File: src/rtl/aqalu_pkg.sv
// Shared opcode encodings and constants for the aqalu block.
package aqalu_pkg;

   localparam logic [3:0] OP_ADD  = 4'b0000;
   localparam logic [3:0] OP_SUB  = 4'b0001;
   localparam logic [3:0] OP_MUL  = 4'b0010;
   localparam logic [3:0] OP_DIV  = 4'b0011;
   localparam logic [3:0] OP_MOD  = 4'b0100;
   localparam logic [3:0] OP_AND  = 4'b0101;
   localparam logic [3:0] OP_OR   = 4'b0110;
   localparam logic [3:0] OP_XOR  = 4'b0111;
   localparam logic [3:0] OP_NAND = 4'b1000;
   localparam logic [3:0] OP_NOR  = 4'b1001;
   localparam logic [3:0] OP_XNOR = 4'b1010;
   localparam logic [3:0] OP_NOT  = 4'b1011;
   localparam logic [3:0] OP_SHL  = 4'b1100;
   localparam logic [3:0] OP_SHR  = 4'b1101;
   localparam logic [3:0] OP_CMP  = 4'b1110;
   localparam logic [3:0] OP_TIME = 4'b1111;

   localparam logic [7:0] DIV_BY_ZERO = 8'hFF;

endpackage

File: src/rtl/aqalu_sec_timer.sv
// Free-running seconds counter: a prescaler divides the clock down to one
// tick per CLKS_PER_SEC edges, and each tick advances the seconds count.
module aqalu_sec_timer #(
   parameter int CLKS_PER_SEC = 10_000_000,
   parameter int SEC_WIDTH    = 8
) (
   input  logic                 clock,
   input  logic                 reset,
   output logic [SEC_WIDTH-1:0] seconds
);

   localparam int PW = (CLKS_PER_SEC > 1) ? $clog2(CLKS_PER_SEC) : 1;
   localparam logic [PW-1:0] TC = PW'(CLKS_PER_SEC - 1);

   logic [PW-1:0] pre;

   // Seconds advance on the same edge the prescaler wraps, so the first
   // tick lands on the CLKS_PER_SEC-th edge after reset release.
   always_ff @(posedge clock or posedge reset) begin
      if (reset) begin
         pre     <= '0;
         seconds <= '0;
      end else if (pre == TC) begin
         pre     <= '0;
         seconds <= seconds + SEC_WIDTH'(1);
      end else begin
         pre     <= pre + PW'(1);
      end
   end

endmodule

File: src/rtl/aqalu.sv
// 2-bit ALU with an 8-bit zero-extended result; opcode 1111 reads the
// elapsed-seconds timer instead of an arithmetic function.
module aqalu
   import aqalu_pkg::*;
#(
   parameter int CLKS_PER_SEC = 10_000_000,
   parameter int SEC_WIDTH    = 8
) (
   input  logic       clock,
   input  logic       reset,
   input  logic [1:0] A,
   input  logic [1:0] B,
   input  logic [3:0] Opcode,
   output logic [7:0] Output
);

   logic [SEC_WIDTH-1:0] seconds;
   logic [7:0]           sec8;
   logic [7:0]           a8, b8;
   logic [7:0]           res;

   aqalu_sec_timer #(
      .CLKS_PER_SEC (CLKS_PER_SEC),
      .SEC_WIDTH    (SEC_WIDTH)
   ) u_timer (
      .clock   (clock),
      .reset   (reset),
      .seconds (seconds)
   );

   generate
      if (SEC_WIDTH >= 8) begin : g_sec_trunc
         assign sec8 = seconds[7:0];
      end else begin : g_sec_ext
         assign sec8 = {{(8-SEC_WIDTH){1'b0}}, seconds};
      end
   endgenerate

   assign a8 = {6'b0, A};
   assign b8 = {6'b0, B};

   // Bitwise-inverting ops stay 2 bits wide before zero-extension so the
   // upper result bits never pick up inverted zeros.
   always_comb begin
      res = 8'h00;
      case (Opcode)
         OP_ADD:  res = a8 + b8;
         OP_SUB:  res = a8 - b8;
         OP_MUL:  res = a8 * b8;
         OP_DIV:  res = (B == 2'd0) ? DIV_BY_ZERO : a8 / b8;
         OP_MOD:  res = (B == 2'd0) ? DIV_BY_ZERO : a8 % b8;
         OP_AND:  res = {6'b0, A & B};
         OP_OR:   res = {6'b0, A | B};
         OP_XOR:  res = {6'b0, A ^ B};
         OP_NAND: res = {6'b0, ~(A & B)};
         OP_NOR:  res = {6'b0, ~(A | B)};
         OP_XNOR: res = {6'b0, ~(A ^ B)};
         OP_NOT:  res = {6'b0, ~A};
         OP_SHL:  res = a8 << B;
         OP_SHR:  res = a8 >> B;
         OP_CMP:  res = {5'b0, (A > B), (A == B), (A < B)};
         OP_TIME: res = sec8;
         default: res = 8'h00;
      endcase
   end

   assign Output = res;

endmodule

File: config.mk
export PLATFORM = sky130hd
export DESIGN_NAME = aqalu
export DESIGN_NICKNAME = d
export VERILOG_FILES = /design/src/rtl/aqalu_pkg.sv /design/src/rtl/aqalu_sec_timer.sv /design/src/rtl/aqalu.sv
export SDC_FILE = /design/constraint.sdc
export NUM_CORES = 1
export LEC_CHECK = 0
export CAP_MARGIN = 20
export CORE_ASPECT_RATIO = 0.5
export CORE_MARGIN = 3
export CORE_UTILIZATION = 55
export CTS_CLUSTER_DIAMETER = 30
export CTS_CLUSTER_SIZE = 24
export DETAILED_ROUTE_END_ITERATION = 8
export PLACE_DENSITY = 0.78
export SLEW_MARGIN = 10
export SYNTH_ARGS = -nofsm -noshare
export SYNTH_HDL_FRONTEND = slang
export SYNTH_SLANG_ARGS = --single-unit
File: constraint.sdc
create_clock -name clock -period 4.8 [get_ports clock]
set_clock_uncertainty 0.2 [all_clocks]
set_input_delay 0.72 -clock clock [delete_from_list [all_inputs] [get_ports clock]]
set_output_delay 0.72 -clock clock [all_outputs]
set_load 0.005 [all_outputs]
# ---- Word-level counts from Yosys, hierarchy flattened
# Index checks and enable logic that the tools add are counted.
dict set report word_totals {
  input_bits 10
  wordCells 43
  output_inout_bits 8
  reg_bits 32
}
dict set report op_classes {
  n_addsub 4
  bitwise_logic 7
  magnitude_cmp 2
  mul 1
  div_mod_pow 2
  n_eq_ne 17
  shifts 2
  n_reduce_logical 2
  muxes 4
}
# operator count
set ops {}
lappend ops {{$pmux 8 s16} 1}
lappend ops {{$eq 4x4->1 const B} 8}
lappend ops {{$add 24x1->24 const B} 1}
lappend ops {{$eq 24x24->1 const B} 1}
lappend ops {{$mux 24} 1}
lappend ops {{$eq 4x3->1 const B} 4}
lappend ops {{$mux 8} 2}
lappend ops {{$add 8x1->8 const B} 1}
lappend ops {{$div 2x2->8} 1}
lappend ops {{$eq 4x2->1 const B} 2}
lappend ops {{$mod 2x2->8} 1}
lappend ops {{$not 2->2} 4}
lappend ops {{$shl 2x2->8} 1}
lappend ops {{$shr 2x2->8} 1}
lappend ops {{$eq 4x1->1 const B} 1}
lappend ops {{$logic_not 4->1} 1}
lappend ops {{$mul 2x2->4} 1}
lappend ops {{$add 2x2->3} 1}
lappend ops {{$sub 2x2->3} 1}
lappend ops {{$and 2x2->2} 1}
lappend ops {{$eq 2x2->1} 1}
lappend ops {{$gt 2x2->1} 1}
lappend ops {{$logic_not 2->1} 1}
lappend ops {{$lt 2x2->1} 1}
lappend ops {{other kinds (2)} 2}

# ---- Depth between registers and ports, before layout
dict set report logic_depth {
  ltp_word 3
  depth_mapped 17
  depth_no_buf 16
}

# ---- By module
# A second synthesis with hierarchy kept.
dict set report unflattened {
  cells_unflattened 354
  hier_area_um2 2975.4
}
# mod seq_area_each_um2 area_each_um2 cells_per_inst n_inst
set modules_own_cells {}
lappend modules_own_cells {aqalu_sec_timer 800.8 1490.2 135 1}
lappend modules_own_cells {aqalu 0.0 1485.2 219 1}

# ---- Worst setup path before layout
# OpenSTA, ideal clock, no wires.
dict set report synth_path {
  kind {input -> output}
  start {input B[0]}
  end {output Output[1]}
  t_required_ns 3.880
  path_slack_ns 0.351
  path_stages 15
  t_arrival_ns 3.529
  cell_sequence {inv_1 ha_1 nand2_1 inv_1 ha_1 buf_2 o21bai_1 o211ai_1 nand2b_1 a21o_1 ha_1 a32oi_2 nand2_2 or3_1 a211oi_1}
}
dict set report synth_via {
  elab_chain_len 3
  word_cells_on_any_way 12
  classes_between {add/sub: 2; mul: 1; div: 2; eq/ne: 1; shift: 2; mux: 3; reduce/logical: 1}
}
# item line_no
set synth_lines {}
lappend synth_lines {{from (decl)} aqalu.sv:12} ;# input logic [1:0] B,
lappend synth_lines {{$mod 2x2->8 (tied with other cells)} aqalu.sv:51} ;# OP_MOD: res = (B == 2'd0) ? DIV_BY_ZERO : a8 % b8;
lappend synth_lines {{$mux 8, on equally long branches} {aqalu.sv:51, aqalu.sv:50}}
lappend synth_lines {{$pmux 8 s16 *} aqalu.sv:46} ;# case (Opcode)
lappend synth_lines {{to (decl)} aqalu.sv:14} ;# output logic [7:0] Output
# Every way passes the cells marked *; elsewhere a longest branch is shown, timed or not.

# ---- Final worst setup path
dict set report layout_path {
  start {input B[1]}
  end {output Output[6]}
}
# The elaborated chain is that of the path after synthesis.

==> impl_metrics.yaml <==
place:
  place_ws_ns: -0.439
  placed_cells: 477
  dpl.hpwl_mm: 5.71
  io_buffers: 17
  gp_congestion: 0.853
floorplanning:
  fp.dieH_um: 58.2
  fp.dieArea_mm2: 0.00643
  coreArea_mm2: 0.00509
  initial_core_util_pct: 58.9
  ios: 18
  num_rows: 18
  die_w_um: 110
timing:
  fmax_mhz: 208
  finalHoldViolations: 0
  slew_headroom_pct: 50.0
  drv_slew: 0
  worstMarginPinSlew_ns: 0.744
  setup_viol: 1
  holdWs_ns: 0.278
  fin_ws_ns: -0.00752
  fin_crit_ns: 4.81
  post-route-period-util_pct: 100
  setup_tns_ns: -0.00752
worst_setup_path:
  crit_type: "in2out"
  crit_top_cell: "ha_4"
  crit_required_ns: 3.88
  cp_max_fo: 3
  worst_setup_path_end_kind: "output port"
  worst_setup_path_start_kind: "primary input"
  crit_arrival_ns: 3.89
  crit_family: "compound AO/OA/AOI/OAI gates"
  worst_path_largest_cell_delay_ns: 0.30
  crit_chain: "dlygate4sd2_1, inv_2, ha_4, nand2_1, inv_2, ha_4, o21bai_2, o211ai_1, nand2b_1, nor2_1, a21o_1, ha_4, a32oi_4, buf_4, buf_4, o221ai_2, a221o_1, dlygate4sd2_1"
  timing.critical_path.buf_inv: 6
  cp_slowest_cell: "a221o_1"
cells_and_area:
  fin_nets: 454
  antenna_cells: 0
  layout.cells.non_filler: 494
  utilization_pct: 76.0
  synthToLayoutAreaGrowth_pct: 29.0
  drive_above_1_share_pct: 25.7
cts:
  postCtsHoldBufs: 0
  htreeDepth: 2
  clock-sinks: 32
  clk_pin_slew_worst_paths_ns: 0.06
  cts_buffers: 5
  tritoncts: "done"
  clk_latency_ns: 0.28
  clk_path_buf_depth: 2
  root_buffer: "clkbuf_8"
yosys:
  yosysSeqAreaShare_pct: 26.7
  synth.most_common_cell: "nor2_1"
  synth_commonest_cells: "nor2_1, dfrtp_1, nand2_1"
  yosysTopAreaCellShare_pct: 26.7
  synth_cell_type_count: 66
  syn_area_per_cell_um2: 8.30
  synthTopCellsByArea: "dfrtp_1, ha_1, xnor2_1"
  ys_seq_elements: 32
  synthArstFlopShare_pct: 100
  synth_cells: 361
  synth_warnings: 0
  synth_area_mm2: 0.00300
  post-synth-top-area-cell: "dfrtp_1"
  syn-num-nets: 392
  synth_edf_count: 0
  dominantRegCellSynth: "dfrtp_1"
detailed_routing:
  drt_iter0_markers: 253
  num_vias: 3108
  wl_per_cell_um: 17.1
  ant_nets: 0
  viasPerCell: 6.29
  first_pass_iters: 5
  remaining_drc_errors: 0
  wl_mm: 8.44
outcome:
  status: "complete, but fails checks"
  violations: "negative setup slack"
global_routing:
  gr-total-overflow: 0
  grt_pass1_wl_mm: 13.6
  grt_max_degree: 33
  antenna_found_initial: 0
  first_global_vias: 2940
  grt_usage_pct: 25.7
pwr:
  power_leakage_nw: 1.68
  power_density_mw_per_mm2: 214
  ir_drop_mv: 0.228
flow_run:
  maxCapViolCount: 0
worst_hold_path:
  hold_class: "reg2reg"
==> stage by stage <==
| step | cell area, um2 | total power, mW |
|---|---|---|
| after detailed placement | 3540 | 0.506 |
| final | 3870 | 0.826 |
| after floorplan | 3000 | 0.409 |
| after global routing | 3870 | 0.864 |
| after global placement | 3540 | 0.499 |
| after CTS | 3800 | 0.808 |
==> power by group <==
part           total [mW]  internal, mW  switching, mW
clock               0.278         0.183         0.0953
combinational       0.278         0.132          0.146
sequential          0.270         0.270              0
==> cells in the final DEF, fill, tap and decap left out, types with 8 or more instances in the layout <==
| cell | count |
|---|---|
| nand3_1 | 18 |
| and3_1 | 8 |
| nor2_1 | 33 |
| nor3_1 | 10 |
| buf_4 | 55 |
| nand4_1 | 8 |
| nand2_1 | 28 |
| a21oi_1 | 17 |
| inv_1 | 12 |
| dfrtp_1 | 32 |
| o21ai_0 | 9 |
| xor2_1 | 8 |
| xnor2_1 | 19 |
| ha_1 | 13 |
==> state kept, by name, summed over array words and instances, names as in the netlist <==
name and cells:
u_timer.pre 24, u_timer.seconds 8
==> repair_timing <==
item                       CTS  global route
gates resized for setup     39             9
gates cloned                 0             0
setup buffers                7             2
setup endpoints to repair    8             8
pin swaps                   11            11
hold endpoints to repair     0             0
==> metal layers <==
layer / up-vias / track usage, % / share of wire [%]
met5: - / 0 / 0
met4: 0 / 12.3 / 4.1
met3: 39 / 4.80 / 5.1
met2: 122 / 45.2 / 48
met1: 1487 / 31.4 / 42
li1: 1460 / - / -
==> logic make-up after synthesis <==
logic type	after synthesis	share of synthesized area, %
muxes	10	3.59
and+or+nand+nor	159	29.6
AOI/OAI and AO/OA	76	18.1
DFF	32	26.7
buffers and inverters	36	4.63
xor gates and xnor gates	27	7.89
adders and majority gates	21	9.52
==> worst paths after layout <==
path                                          from  slack, ns                  to  depth (start not counted)
worst min-delay path            u_timer.seconds[7]       0.28  u_timer.seconds[7]                          1
worst min register to register  u_timer.seconds[7]       0.28  u_timer.seconds[7]                          1
worst max register to register      u_timer.pre[2]       2.38  u_timer.seconds[7]                          6
worst max-delay path                          B[1]     -0.008           Output[6]                         18
max in group asynchronous                    reset       3.47     u_timer.pre[13]                          3
min in group asynchronous                    reset       0.64     u_timer.pre[22]                          3
==> cell type report <==
class / instances / area [um2]
clock inverters: 1 / 30.0
inverters: 16 / 60.1
repair buffers: 75 / 602
well taps: 70 / 87.6
clock buffers: 7 / 96.3
multi-input cells: 293 / 2190
fillers: 346 / 1220
flip-flops and latches: 32 / 801
Note: power is estimated with default switching activity, not from simulation.
